[src/rtl/issue_scoreboard_if.sv]
// Issue-stage bundle interface between decode and the hazard scoreboard.
// Carries both slot descriptors, the squash request and the scoreboard's hazard and status outputs.
interface issue_scoreboard_if #(
    parameter int unsigned NREG = 8,
    parameter int unsigned AW   = 3,
    parameter int unsigned CW   = 16
);
    logic            flush;
    logic            issue_valid;

    logic            s1_we;
    logic            s1_ld;
    logic [AW-1:0]   s1_rd;
    logic [AW-1:0]   s1_rn;
    logic [AW-1:0]   s1_rm;
    logic            s1_rn_v;
    logic            s1_rm_v;

    logic            s2_we;
    logic            s2_ld;
    logic [AW-1:0]   s2_rd;
    logic [AW-1:0]   s2_rn;
    logic [AW-1:0]   s2_rm;
    logic            s2_rn_v;
    logic            s2_rm_v;

    logic            stall;
    logic            issue_fire;
    logic [NREG-1:0] busy_vec;
    logic            waw_err;
    logic [CW-1:0]   stall_cycles;

    // Decode side: presents bundles, observes hazards.
    modport master (
        output flush, issue_valid,
        output s1_we, s1_ld, s1_rd, s1_rn, s1_rm, s1_rn_v, s1_rm_v,
        output s2_we, s2_ld, s2_rd, s2_rn, s2_rm, s2_rn_v, s2_rm_v,
        input  stall, issue_fire, busy_vec, waw_err, stall_cycles
    );

    // Scoreboard side.
    modport slave (
        input  flush, issue_valid,
        input  s1_we, s1_ld, s1_rd, s1_rn, s1_rm, s1_rn_v, s1_rm_v,
        input  s2_we, s2_ld, s2_rd, s2_rn, s2_rm, s2_rn_v, s2_rm_v,
        output stall, issue_fire, busy_vec, waw_err, stall_cycles
    );
endinterface

[src/rtl/issue_scoreboard.sv]
// Issue-stage hazard scoreboard for the 2-slot VLIW pipeline: tracks in-flight writes,
// stalls bundles on unforwardable (load-use) sources, and publishes the pending-write vector.
module issue_scoreboard #(
    parameter int unsigned NREG       = 8,
    parameter int unsigned AW         = 3,
    parameter int unsigned LD_STALL   = 1,
    parameter int unsigned PIPE_DEPTH = 3,
    parameter int unsigned CW         = 16
) (
    input  logic         clk,
    input  logic         rst,
    issue_scoreboard_if.slave sb
);
    localparam int unsigned RdyW  = 2;
    localparam int unsigned PendW = 3;

    logic [RdyW-1:0]  rdyCnt   [NREG];
    logic [RdyW-1:0]  rdyNext  [NREG];
    logic [PendW-1:0] pendCnt  [NREG];
    logic [PendW-1:0] pendNext [NREG];

    logic [NREG-1:0]  rdyBusy;
    logic [NREG-1:0]  busyVec;
    logic [NREG-1:0]  busyNext;
    logic             wawErr;
    logic             wawNext;
    logic [CW-1:0]    stallCnt;
    logic [CW-1:0]    stallNext;

    logic             stallC;
    logic             fireC;
    logic             s1Writes;
    logic             s2Writes;

    // Registers whose value cannot be forwarded yet; r0 is never blocked.
    always_comb begin
        rdyBusy = '0;
        for (int unsigned r = 1; r < NREG; r++) begin
            rdyBusy[r] = (rdyCnt[r] != '0);
        end
    end

    // Both slots check pre-bundle state only, so intra-bundle dependencies never stall.
    always_comb begin
        stallC = 1'b0;
        if (sb.issue_valid) begin
            stallC = (sb.s1_rn_v && rdyBusy[sb.s1_rn]) ||
                     (sb.s1_rm_v && rdyBusy[sb.s1_rm]) ||
                     (sb.s2_rn_v && rdyBusy[sb.s2_rn]) ||
                     (sb.s2_rm_v && rdyBusy[sb.s2_rm]);
        end
    end

    assign fireC    = sb.issue_valid && !stallC && !sb.flush;
    assign s1Writes = fireC && sb.s1_we && (sb.s1_rd != '0);
    assign s2Writes = fireC && sb.s2_we && (sb.s2_rd != '0);

    // Next tracking state: decrement, then slot 1 update, then slot 2 (wins on WAW), then squash.
    always_comb begin
        for (int unsigned r = 0; r < NREG; r++) begin
            rdyNext[r]  = (rdyCnt[r]  != '0) ? rdyCnt[r]  - 1'b1 : '0;
            pendNext[r] = (pendCnt[r] != '0) ? pendCnt[r] - 1'b1 : '0;
        end

        if (s1Writes) begin
            rdyNext[sb.s1_rd]  = sb.s1_ld ? RdyW'(LD_STALL) : '0;
            pendNext[sb.s1_rd] = PendW'(PIPE_DEPTH);
        end
        if (s2Writes) begin
            rdyNext[sb.s2_rd]  = sb.s2_ld ? RdyW'(LD_STALL) : '0;
            pendNext[sb.s2_rd] = PendW'(PIPE_DEPTH);
        end

        if (sb.flush) begin
            for (int unsigned r = 0; r < NREG; r++) begin
                rdyNext[r]  = '0;
                pendNext[r] = '0;
            end
        end

        rdyNext[0]  = '0;
        pendNext[0] = '0;

        busyNext = '0;
        for (int unsigned r = 1; r < NREG; r++) begin
            busyNext[r] = (pendNext[r] != '0);
        end
    end

    // WAW pulse and saturating stall counter; a squashed cycle is not a counted stall.
    always_comb begin
        wawNext   = s1Writes && s2Writes && (sb.s1_rd == sb.s2_rd);
        stallNext = stallCnt;
        if (sb.issue_valid && stallC && !sb.flush && (stallCnt != '1)) begin
            stallNext = stallCnt + CW'(1);
        end
    end

    always_ff @(posedge clk) begin
        if (rst) begin
            for (int unsigned r = 0; r < NREG; r++) begin
                rdyCnt[r]  <= '0;
                pendCnt[r] <= '0;
            end
            busyVec  <= '0;
            wawErr   <= 1'b0;
            stallCnt <= '0;
        end else begin
            rdyCnt   <= rdyNext;
            pendCnt  <= pendNext;
            busyVec  <= busyNext;
            wawErr   <= wawNext;
            stallCnt <= stallNext;
        end
    end

    assign sb.stall        = stallC;
    assign sb.issue_fire   = fireC;
    assign sb.busy_vec     = busyVec;
    assign sb.waw_err      = wawErr;
    assign sb.stall_cycles = stallCnt;

endmodule
[src/flat_wrapper.sv]
// flat-port wrapper written by rule: the top's interface ports become plain ports
module issue_scoreboard_flat 
#(
    parameter int unsigned NREG       = 8,
    parameter int unsigned AW         = 3,
    parameter int unsigned LD_STALL   = 1,
    parameter int unsigned PIPE_DEPTH = 3,
    parameter int unsigned CW         = 16
)
  (clk, rst, sb_flush, sb_issue_valid, sb_s1_we, sb_s1_ld, sb_s1_rd, sb_s1_rn, sb_s1_rm, sb_s1_rn_v, sb_s1_rm_v, sb_s2_we, sb_s2_ld, sb_s2_rd, sb_s2_rn, sb_s2_rm, sb_s2_rn_v, sb_s2_rm_v, sb_stall, sb_issue_fire, sb_busy_vec, sb_waw_err, sb_stall_cycles);
  issue_scoreboard_if #(.NREG(NREG), .AW(AW), .CW(CW)) sb_i ();
  input  logic clk;
  input  logic rst;
  input wire logic [$bits(sb_i.flush)-1:0] sb_flush;
  input wire logic [$bits(sb_i.issue_valid)-1:0] sb_issue_valid;
  input wire logic [$bits(sb_i.s1_we)-1:0] sb_s1_we;
  input wire logic [$bits(sb_i.s1_ld)-1:0] sb_s1_ld;
  input wire logic [$bits(sb_i.s1_rd)-1:0] sb_s1_rd;
  input wire logic [$bits(sb_i.s1_rn)-1:0] sb_s1_rn;
  input wire logic [$bits(sb_i.s1_rm)-1:0] sb_s1_rm;
  input wire logic [$bits(sb_i.s1_rn_v)-1:0] sb_s1_rn_v;
  input wire logic [$bits(sb_i.s1_rm_v)-1:0] sb_s1_rm_v;
  input wire logic [$bits(sb_i.s2_we)-1:0] sb_s2_we;
  input wire logic [$bits(sb_i.s2_ld)-1:0] sb_s2_ld;
  input wire logic [$bits(sb_i.s2_rd)-1:0] sb_s2_rd;
  input wire logic [$bits(sb_i.s2_rn)-1:0] sb_s2_rn;
  input wire logic [$bits(sb_i.s2_rm)-1:0] sb_s2_rm;
  input wire logic [$bits(sb_i.s2_rn_v)-1:0] sb_s2_rn_v;
  input wire logic [$bits(sb_i.s2_rm_v)-1:0] sb_s2_rm_v;
  output wire logic [$bits(sb_i.stall)-1:0] sb_stall;
  output wire logic [$bits(sb_i.issue_fire)-1:0] sb_issue_fire;
  output wire logic [$bits(sb_i.busy_vec)-1:0] sb_busy_vec;
  output wire logic [$bits(sb_i.waw_err)-1:0] sb_waw_err;
  output wire logic [$bits(sb_i.stall_cycles)-1:0] sb_stall_cycles;
  assign sb_i.flush = sb_flush;
  assign sb_i.issue_valid = sb_issue_valid;
  assign sb_i.s1_we = sb_s1_we;
  assign sb_i.s1_ld = sb_s1_ld;
  assign sb_i.s1_rd = sb_s1_rd;
  assign sb_i.s1_rn = sb_s1_rn;
  assign sb_i.s1_rm = sb_s1_rm;
  assign sb_i.s1_rn_v = sb_s1_rn_v;
  assign sb_i.s1_rm_v = sb_s1_rm_v;
  assign sb_i.s2_we = sb_s2_we;
  assign sb_i.s2_ld = sb_s2_ld;
  assign sb_i.s2_rd = sb_s2_rd;
  assign sb_i.s2_rn = sb_s2_rn;
  assign sb_i.s2_rm = sb_s2_rm;
  assign sb_i.s2_rn_v = sb_s2_rn_v;
  assign sb_i.s2_rm_v = sb_s2_rm_v;
  assign sb_stall = sb_i.stall;
  assign sb_issue_fire = sb_i.issue_fire;
  assign sb_busy_vec = sb_i.busy_vec;
  assign sb_waw_err = sb_i.waw_err;
  assign sb_stall_cycles = sb_i.stall_cycles;
  issue_scoreboard #(.NREG(NREG), .AW(AW), .LD_STALL(LD_STALL), .PIPE_DEPTH(PIPE_DEPTH), .CW(CW)) u_core (.clk(clk), .rst(rst), .sb(sb_i));
endmodule
[config.mk]
export PLATFORM = sky130hd
export DESIGN_NAME = issue_scoreboard_flat
export DESIGN_NICKNAME = d
export VERILOG_FILES = /design/src/rtl/issue_scoreboard_if.sv /design/src/rtl/issue_scoreboard.sv /design/src/flat_wrapper.sv
export SDC_FILE = /design/constraint.sdc
export NUM_CORES = 1
export LEC_CHECK = 0
export ABC_AREA = 1
export CAP_MARGIN = 0
export CORE_ASPECT_RATIO = 1.5
export CORE_MARGIN = 2
export CORE_UTILIZATION = 53
export CTS_CLUSTER_DIAMETER = 120
export CTS_CLUSTER_SIZE = 30
export DETAILED_ROUTE_END_ITERATION = 6
export GPL_TIMING_DRIVEN = 1
export PLACE_DENSITY = 0.8
export SLEW_MARGIN = 20
export SYNTH_ARGS = -nofsm -noshare
export SYNTH_HDL_FRONTEND = slang
export SYNTH_SLANG_ARGS = --single-unit
[constraint.sdc]
create_clock -name clk -period 2.3 [get_ports clk]
set_input_delay 0.345 -clock clk [delete_from_list [all_inputs] [get_ports clk]]
set_output_delay 0.345 -clock clk [all_outputs]
set_load 0.05 [all_outputs]
==> results.md, run 1 <==
- Synth-to-Final Area Change: 31.16%
- Placed cells: 647
- Number of synthesized register bits: 59
- VDD IR max: 707.8 uV
- DR iter-0 viols: 203
- DRC viols: 0
- Final hold vios: 0
- CP Launch Type: flop
- Synth warnings: 0
- Drt via density: roughly 5.2
- Final WS setup: ~63 ps
- DIE WIDTH: 68.56 um
- Pleak: 2.212 nW
- Detail Route Antenna Nets: 0
- Largest net degree at the start of global routing: 25
- Post-layout instance count excluding filler cells: 667
- Die ar.: between 6000 and 7000 um^2
- Pwr/cell area: about 530 nW/um^2
- Most Frequent Cell on Critical Path: nor2_1
- Drt first pass iters: 5
- Status: finished, final reports clean
- Worst EP arrival: 1890 ps
- Final Util: between 70% and 80%
- Vert. Die Dim: 100.8 um
- HPWL Detailed: roughly 6300 um
- Setup Skew: 8.176 ps
- Std-Cell Rows: 35
- CTS tree: yes
- Count of nets after finishing: 619
- FF-to-FF path depth: 16
- Sink Count: 59
- Most common cell after layout, fill and taps aside: nand2_1
- Worst min path class: flop to flop
- Post-Syn Area per Cell: 6.484 um^2
- CP Capture Type: output pin
- CORE AREA: around 6100 um^2
- Final Max Tran Viols: 0
- Period minus WS final: 2237 ps
- Power, Total: about 2.3 mW
- Avg WL per Cell: around 13 um
- CP peak stage delay: 340 ps
- Crit path max fanout: 4
- Final period util: a little over nine tenths
- Critical path's top delay family: simple AND/OR/NAND/NOR gates
- Slowest-stage cell, CP: dfxtp_2
- CTS H-Tree Depth: 3
- Initial Util: 54.43%
- Number of CTS-inserted buffers: 9
- Total GRT Usage: between 20% and 30%
- # port buffers: 55
- CTS root buf: clkbuf_8
- Final wirelength: 8484 um
- Seq/Total Area, Yosys: 35.65%
- CTS hold repair buffers: 0
- Hold slack: approximately 460 ps
- Clk slew on worst S/H paths: 70 ps
- Grt ovf: 0
- Clk_lat worst skew: 350 ps
- Net count after synthesis: 542
- Gpl congestion: approximately 0.9
- Distinct cells, synth: 38
- Critical Path RT: slightly below 2000 ps
- Post-Layout Inst Area: 4345 um^2
- Buffers & Inverters on Critical Path: 2
- Post-synthesis cell area: 3313 um^2
- Reg2Reg Setup Slack: 180 ps
- Crit path launch: u_core.rdyCnt[4]
- Worst Path Class, Setup: flop to output pin
- Slew @ Worst Pin: 513.9 ps
- Max-slew headroom: 65.63%
- Vias: approximately 3.5k
- Crit-path cells: nor2_4, nand2_1, nand3b_1, nand2_1, nor2_1, nor2_1, nor2_1, nand2_2, nor2_4, buf_12, buf_12
- Max Freq: 447.1 MHz
- Post-Syn Instances: 511
- Clock Tree Buf Depth: 2
- Worst flop-to-flop path startpoint: u_core.rdyCnt[4]
- Most frequent cells in the layout: nand2_1 (115), inv_1 (80), nand3_1 (68)
- # IOs: 57
- RSZ-0062 raised after global routing: yes
- Final number of setup-violating endpoints: 0
- Area after DPL: 4041 um^2
- Antenna cells: 0
- Final TNS setup: 0 ps
- Worst Setup EP: sb_issue_fire
- Max-Cap Viols: 0
- Worst Setup Slack post-DPL: -151.0 ps
- Layout cell share with drive strength beyond 1: 12.65%
- Global-route wire length before repair: 13,390 um
- Initial antenna violation count: 0
- Vias in the first global route: 3,230
- Crit path depth: 11
- Reg-to-Reg End: u_core.rdyCnt[6]
-- area by class of cell --
cell class,count,area (um^2)
Clock buffer,11,151.4
Clock inverter,5,60.06
Fill cell,516,1742
Inverter,86,322.8
Multi-Input combinational cell,359,1794
Sequential cell,59,1192
Tap cell,74,92.59
Timing Repair Buffer,73,732.0
-- worst min-delay path by stage --
stage / end / slack (ps) / depth (start not counted) / from
global route: u_core.sb.stall_cycles[4] / 490 / 2 / u_core.sb.stall_cycles[4]
CTS: u_core.sb.stall_cycles[4] / 460 / 2 / u_core.sb.stall_cycles[4]
detailed placement: u_core.sb.stall_cycles[4] / 450 / 2 / u_core.sb.stall_cycles[4]
global placement: u_core.sb.stall_cycles[4] / 450 / 2 / u_core.sb.stall_cycles[4]
finish: u_core.sb.stall_cycles[4] / 460 / 2 / u_core.sb.stall_cycles[4]
floorplan: u_core.sb.stall_cycles[11] / 410 / 1 / rst
-- flip-flops by register name, indices dropped and copies added, names as in the netlist --
| signal | count |
|---|---|
| u_core.rdyCnt | 14 |
| u_core.sb.waw_err | 1 |
| u_core.sb.stall_cycles | 16 |
| u_core.sb.busy_vec | 7 |
| u_core.pendCnt | 21 |
-- report_power, final --
part	internal [mW]	total [mW]	switching [mW]	leakage [nW]
Sequential	1.02	1.03	0.00458	0.479
Combinational	0.125	0.295	0.170	1.63
Clock	0.562	0.996	0.434	0.106
-- worst reg2reg max path, stage by stage, from the launching register on --
cell	delay, ps
dfxtp_2	340
nor2_4	190
nand2_1	80
nand3b_1	110
nand2_1	60
nor2_1	80
nor2_1	50
nor2_1	150
nand2_2	100
nor2_4	150
buf_4	180
nand3_1	230
inv_1	150
nand2_1	60
nand3_1	70
nand2_1	50
inv_1	50
-- cells by family after synthesis --
kind of cell	after synthesis	synth area share, %
flops	59	35.65
fa+ha+maj	1	0.3776
simple gates	304	42.71
other cells	1	0.1132
buf+inv	93	11.33
xor+xnor	3	0.7932
compound gates	50	9.026
-- repair_timing --
item / in CTS / in global routing
gates resized for setup: 5 / 21
pin swaps: 1 / 10
hold endpoints to repair: 0 / 0
buffers inserted: 1 / 3
setup endpoints to repair: 1 / 6
-- synthesized netlist by cell type --
master | instances | share of area, %
o21bai_1 | 7 | 1.6
o21ba_2 | 1 | 0.30
nand2_2 | 1 | 0.19
a21boi_0 | 1 | 0.23
buf_2 | 2 | 0.30
dfxtp_1 | 59 | 36
nand3b_1 | 3 | 0.68
xnor2_1 | 2 | 0.53
buf_12 | 1 | 0.60
nor2_1 | 66 | 7.5
o21ai_0 | 10 | 1.5
nor4_1 | 2 | 0.38
nand4_4 | 1 | 0.64
nor3b_1 | 1 | 0.23
o2111ai_1 | 1 | 0.26
ha_1 | 1 | 0.38
nor3_2 | 2 | 0.60
nor3_1 | 19 | 2.9
nand2_1 | 115 | 13
nand3_1 | 70 | 11
a21boi_4 | 1 | 0.57
xor2_1 | 1 | 0.26
inv_1 | 83 | 9.4
a21oi_1 | 26 | 3.9
o31ai_1 | 1 | 0.23
nand2_4 | 1 | 0.34
clkbuf_1 | 2 | 0.23
nand3_2 | 8 | 2.4
or2_2 | 1 | 0.19
nand4_1 | 5 | 0.94
inv_2 | 1 | 0.11
nor2_2 | 6 | 1.1
conb_1 | 1 | 0.11
o211ai_1 | 1 | 0.23
clkinv_1 | 2 | 0.23
a31oi_1 | 1 | 0.19
buf_4 | 2 | 0.45
nor2_4 | 3 | 1.0
-- routing by layer --
layer  global-route usage, %  up-vias  part of all wire [%]
li1                        -     1788                     -
met3                   6.145       24                   4.8
met4                   13.08        0                   2.7
met1                   27.20     1575                    40
met2                   46.01      101                    52
met5                       0        -                     0
(Power assumes the default switching activity.)
==> run 2, diff against run 1 <==
- clock period: 2.3 -> 2.1 ns (I/O delays scaled with it)
==> results.md, run 2 (synthesis gave the netlist of run 1 again) <==
- Max-Cap Viols: 0 (unchanged)
- Net Sw Frac: 27.31% (+1.1 points)
- HPWL Detailed: 6396 um (+1.7%)
- Setup Skew: 10.97 ps (+2.795 ps)
- CP Launch Type: flop
- RSZ-0062 raised after global routing: yes
- Max FFs per register: 21 (unchanged)
- DRC viols: 0 (unchanged)
- Clk slew on worst S/H paths: 80 ps (about the same)
- Crit path max fanout: 4 (unchanged)
- Critical Path RT: 1780 ps (-180 ps)
- Pleak: 2.258 nW (+2.1%)
- Worst min path class: flop to flop
- Placed cells: 658 (+1.7%)
- Vias in the first global route: 3,343 (+3.5%)
- Largest net degree at the start of global routing: 25 (unchanged)
- Initial Util: 54.43% (unchanged)
- Gpl congestion: 0.9132 (+3.3%)
- Final hold vios: 0 (unchanged)
- Comb pwr share: 14.0% (+1.3 points)
- Period minus WS final: 2247 ps
- Global-route wire length before repair: 13,740 um (+2.6%)
- CTS H-Tree Depth: 3 (unchanged)
- Status: finished, violations left
- Reg power frac: 44.8% (+0.5 points)
- Final WS setup: -146.7 ps (-209.9 ps)
- Sink Count: 59 (unchanged)
- Clock Tree Buf Depth: 2 (unchanged)
- DIE WIDTH: 68.56 um (unchanged)
- Layout cell share with drive strength beyond 1: 16.56% (+3.9 points)
- Vert. Die Dim: 100.8 um (unchanged)
- Slew @ Worst Pin: 507.6 ps (-6.281 ps)
- CP Capture Type: output pin
- Antenna cells: 0 (unchanged)
- Most frequent cells in the layout: nand2_1 (111), inv_1 (81), nand3_1 (63)
- Clock network fraction of total power: 41.2% (-1.7 points)
- Most flop-heavy register: u_core.pendCnt
- Pwr/cell area: 562.0 nW/um^2 (+5.3%)
- DR iter-0 viols: 222 (+9.4%)
- Grt ovf: 0 (unchanged)
- Number of CTS-inserted buffers: 9 (unchanged)
- Max-slew headroom: 66.05% (+0.42 points)
- Worst Path Class, Setup: flop to output pin
- Std-Cell Rows: 35 (unchanged)
- Failing checks: negative setup slack
- Switching power: 0.6877 mW (+13%)
- Final Util: 73.63% (+2.2 points)
- Detail Route Antenna Nets: 0 (unchanged)
- Int Power: 1.831 mW (+7.0%)
- Drt first pass iters: 4 (-1)
- Most common cell after layout, fill and taps aside: nand2_1
- Avg WL per Cell: 12.52 um (-1.5%)
- Count of nets after finishing: 630 (+1.8%)
- VDD IR max: 444.5 uV (-37%)
- Final number of setup-violating endpoints: 8 (+8)
- Initial antenna violation count: 0 (unchanged)
- Drt via density: 5.254 (+0.46%)
- Final period util: 107.0%
- CTS tree: yes
- Synth-to-Final Area Change: 35.27%
- Worst EP arrival: 1930 ps (+40 ps)
- Clk_lat worst skew: 350 ps (about the same)
- CTS hold repair buffers: 0 (unchanged)
- # port buffers: 55 (unchanged)
- Vias: 3,562 (+2.1%)
- Die ar.: 6913 um^2 (unchanged)
- Max Freq: 445.1 MHz
- Final wirelength: 8491 um (about the same)
- # IOs: 57 (unchanged)
- CTS root buf: clkbuf_8
- Post-layout instance count excluding filler cells: 678 (+1.6%)
- Final Max Tran Viols: 0 (unchanged)
- Register area: 1192 um^2 (unchanged)
- Total GRT Usage: 26.27% (+0.39 points)
- # fillers: 496 (-3.9%)
- CORE AREA: 6087 um^2 (unchanged)
- Multi-input gate area: 1866 um^2 (+4.0%)
-- run 2: cell count changes in the layout (fill, tap and decap cells not counted), sizes merged --
| cell | before | now |
|---|---|---|
| buf | 20 | 31 |
| clkbuf | 11 | 9 |
| clkinv | 4 | 6 |
| clkdlybuf4s50 | 46 | 49 |
| dlymetal6s2s | 6 | 3 |
-- run 2: metrics by stage --
| stage | cell area (um^2) | hold WS, ps | total power, mW | setup slack [ps] | setup TNS [ps] |
|---|---|---|---|---|---|
| 4_1_cts | 4382 | 465.7 | 2.525 | -158.6 | -213.2 |
| 2_1_floorplan | 3313 | 384.1 | 1.322 | 121.3 | 0 |
| 6_report | 4482 | 462.3 | 2.519 | -146.7 | -448.2 |
| 3_3_place_gp | 4136 | 444.1 | 1.477 | -218.0 | -6443 |
| 3_5_place_dp | 4136 | 452.6 | 1.483 | -270.9 | -9689 |
| 5_1_grt | 4482 | 482.1 | 2.608 | -242.4 | -3820 |
-- run 2: cell type report --
class | count | share of cell area (%)
inverters | 86 | 7.203
clock inverters | 7 | 1.731
flip-flops and latches | 59 | 26.61
well taps | 74 | 2.066
multi-input cells | 359 | 41.62
clock buffers | 9 | 2.764
repair buffers | 84 | 18.01
-- run 2: worst paths after layout --
| kind | startpoint | end | slack [ps] | cells past startpoint |
|---|---|---|---|---|
| worst max-delay path | u_core.rdyCnt[5] | sb_issue_fire | -150 | 11 |
| worst min register to register | u_core.sb.stall_cycles[4] | u_core.sb.stall_cycles[4] | 460 | 2 |
| worst max register to register | u_core.rdyCnt[5] | u_core.rdyCnt[0] | -60 | 16 |
| worst min-delay path | u_core.sb.stall_cycles[4] | u_core.sb.stall_cycles[4] | 460 | 2 |
-- run 2: per-layer routing --
metal / up-vias / global-route usage (%) / routed length [um] / share of wire [%]
met5: - / 0 / 0 / 0
met4: 0 / 15.38 / 276 / 3.3
met3: 27 / 5.698 / 462 / 5.4
met2: 97 / 46.97 / 4491 / 53
met1: 1628 / 26.74 / 3260 / 38
li1: 1810 / - / - / -
-- run 2: power groups by stage --
stage / Sequential (mW) / Combinational [mW] / Clock (mW)
after floorplan: 1.17 / 0.154 / 0
after global placement: 1.15 / 0.323 / 0
after detailed placement: 1.15 / 0.329 / 0
after CTS: 1.13 / 0.337 / 1.06
after global routing: 1.13 / 0.382 / 1.10
final: 1.13 / 0.352 / 1.04
-- run 2: critical path, cell delays in order, from the launching register on --
cell,delay (ps)
dfxtp_4,360
nor2_4,210
nand2_1,80
nand3b_1,100
nand2_1,60
nor2_1,90
nor2_1,50
nor2_1,140
nand2_2,100
nor2_4,160
buf_12,120
buf_12,120
-- run 2: repair_timing --
item / 4_1_cts / 5_1_grt
hold endpoints to repair: 0 / 0
resized for setup: 11 / 30
pin swaps: 4 / 18
endpoints found under the setup margin: 3 / 52
setup buffers: 2 / 3
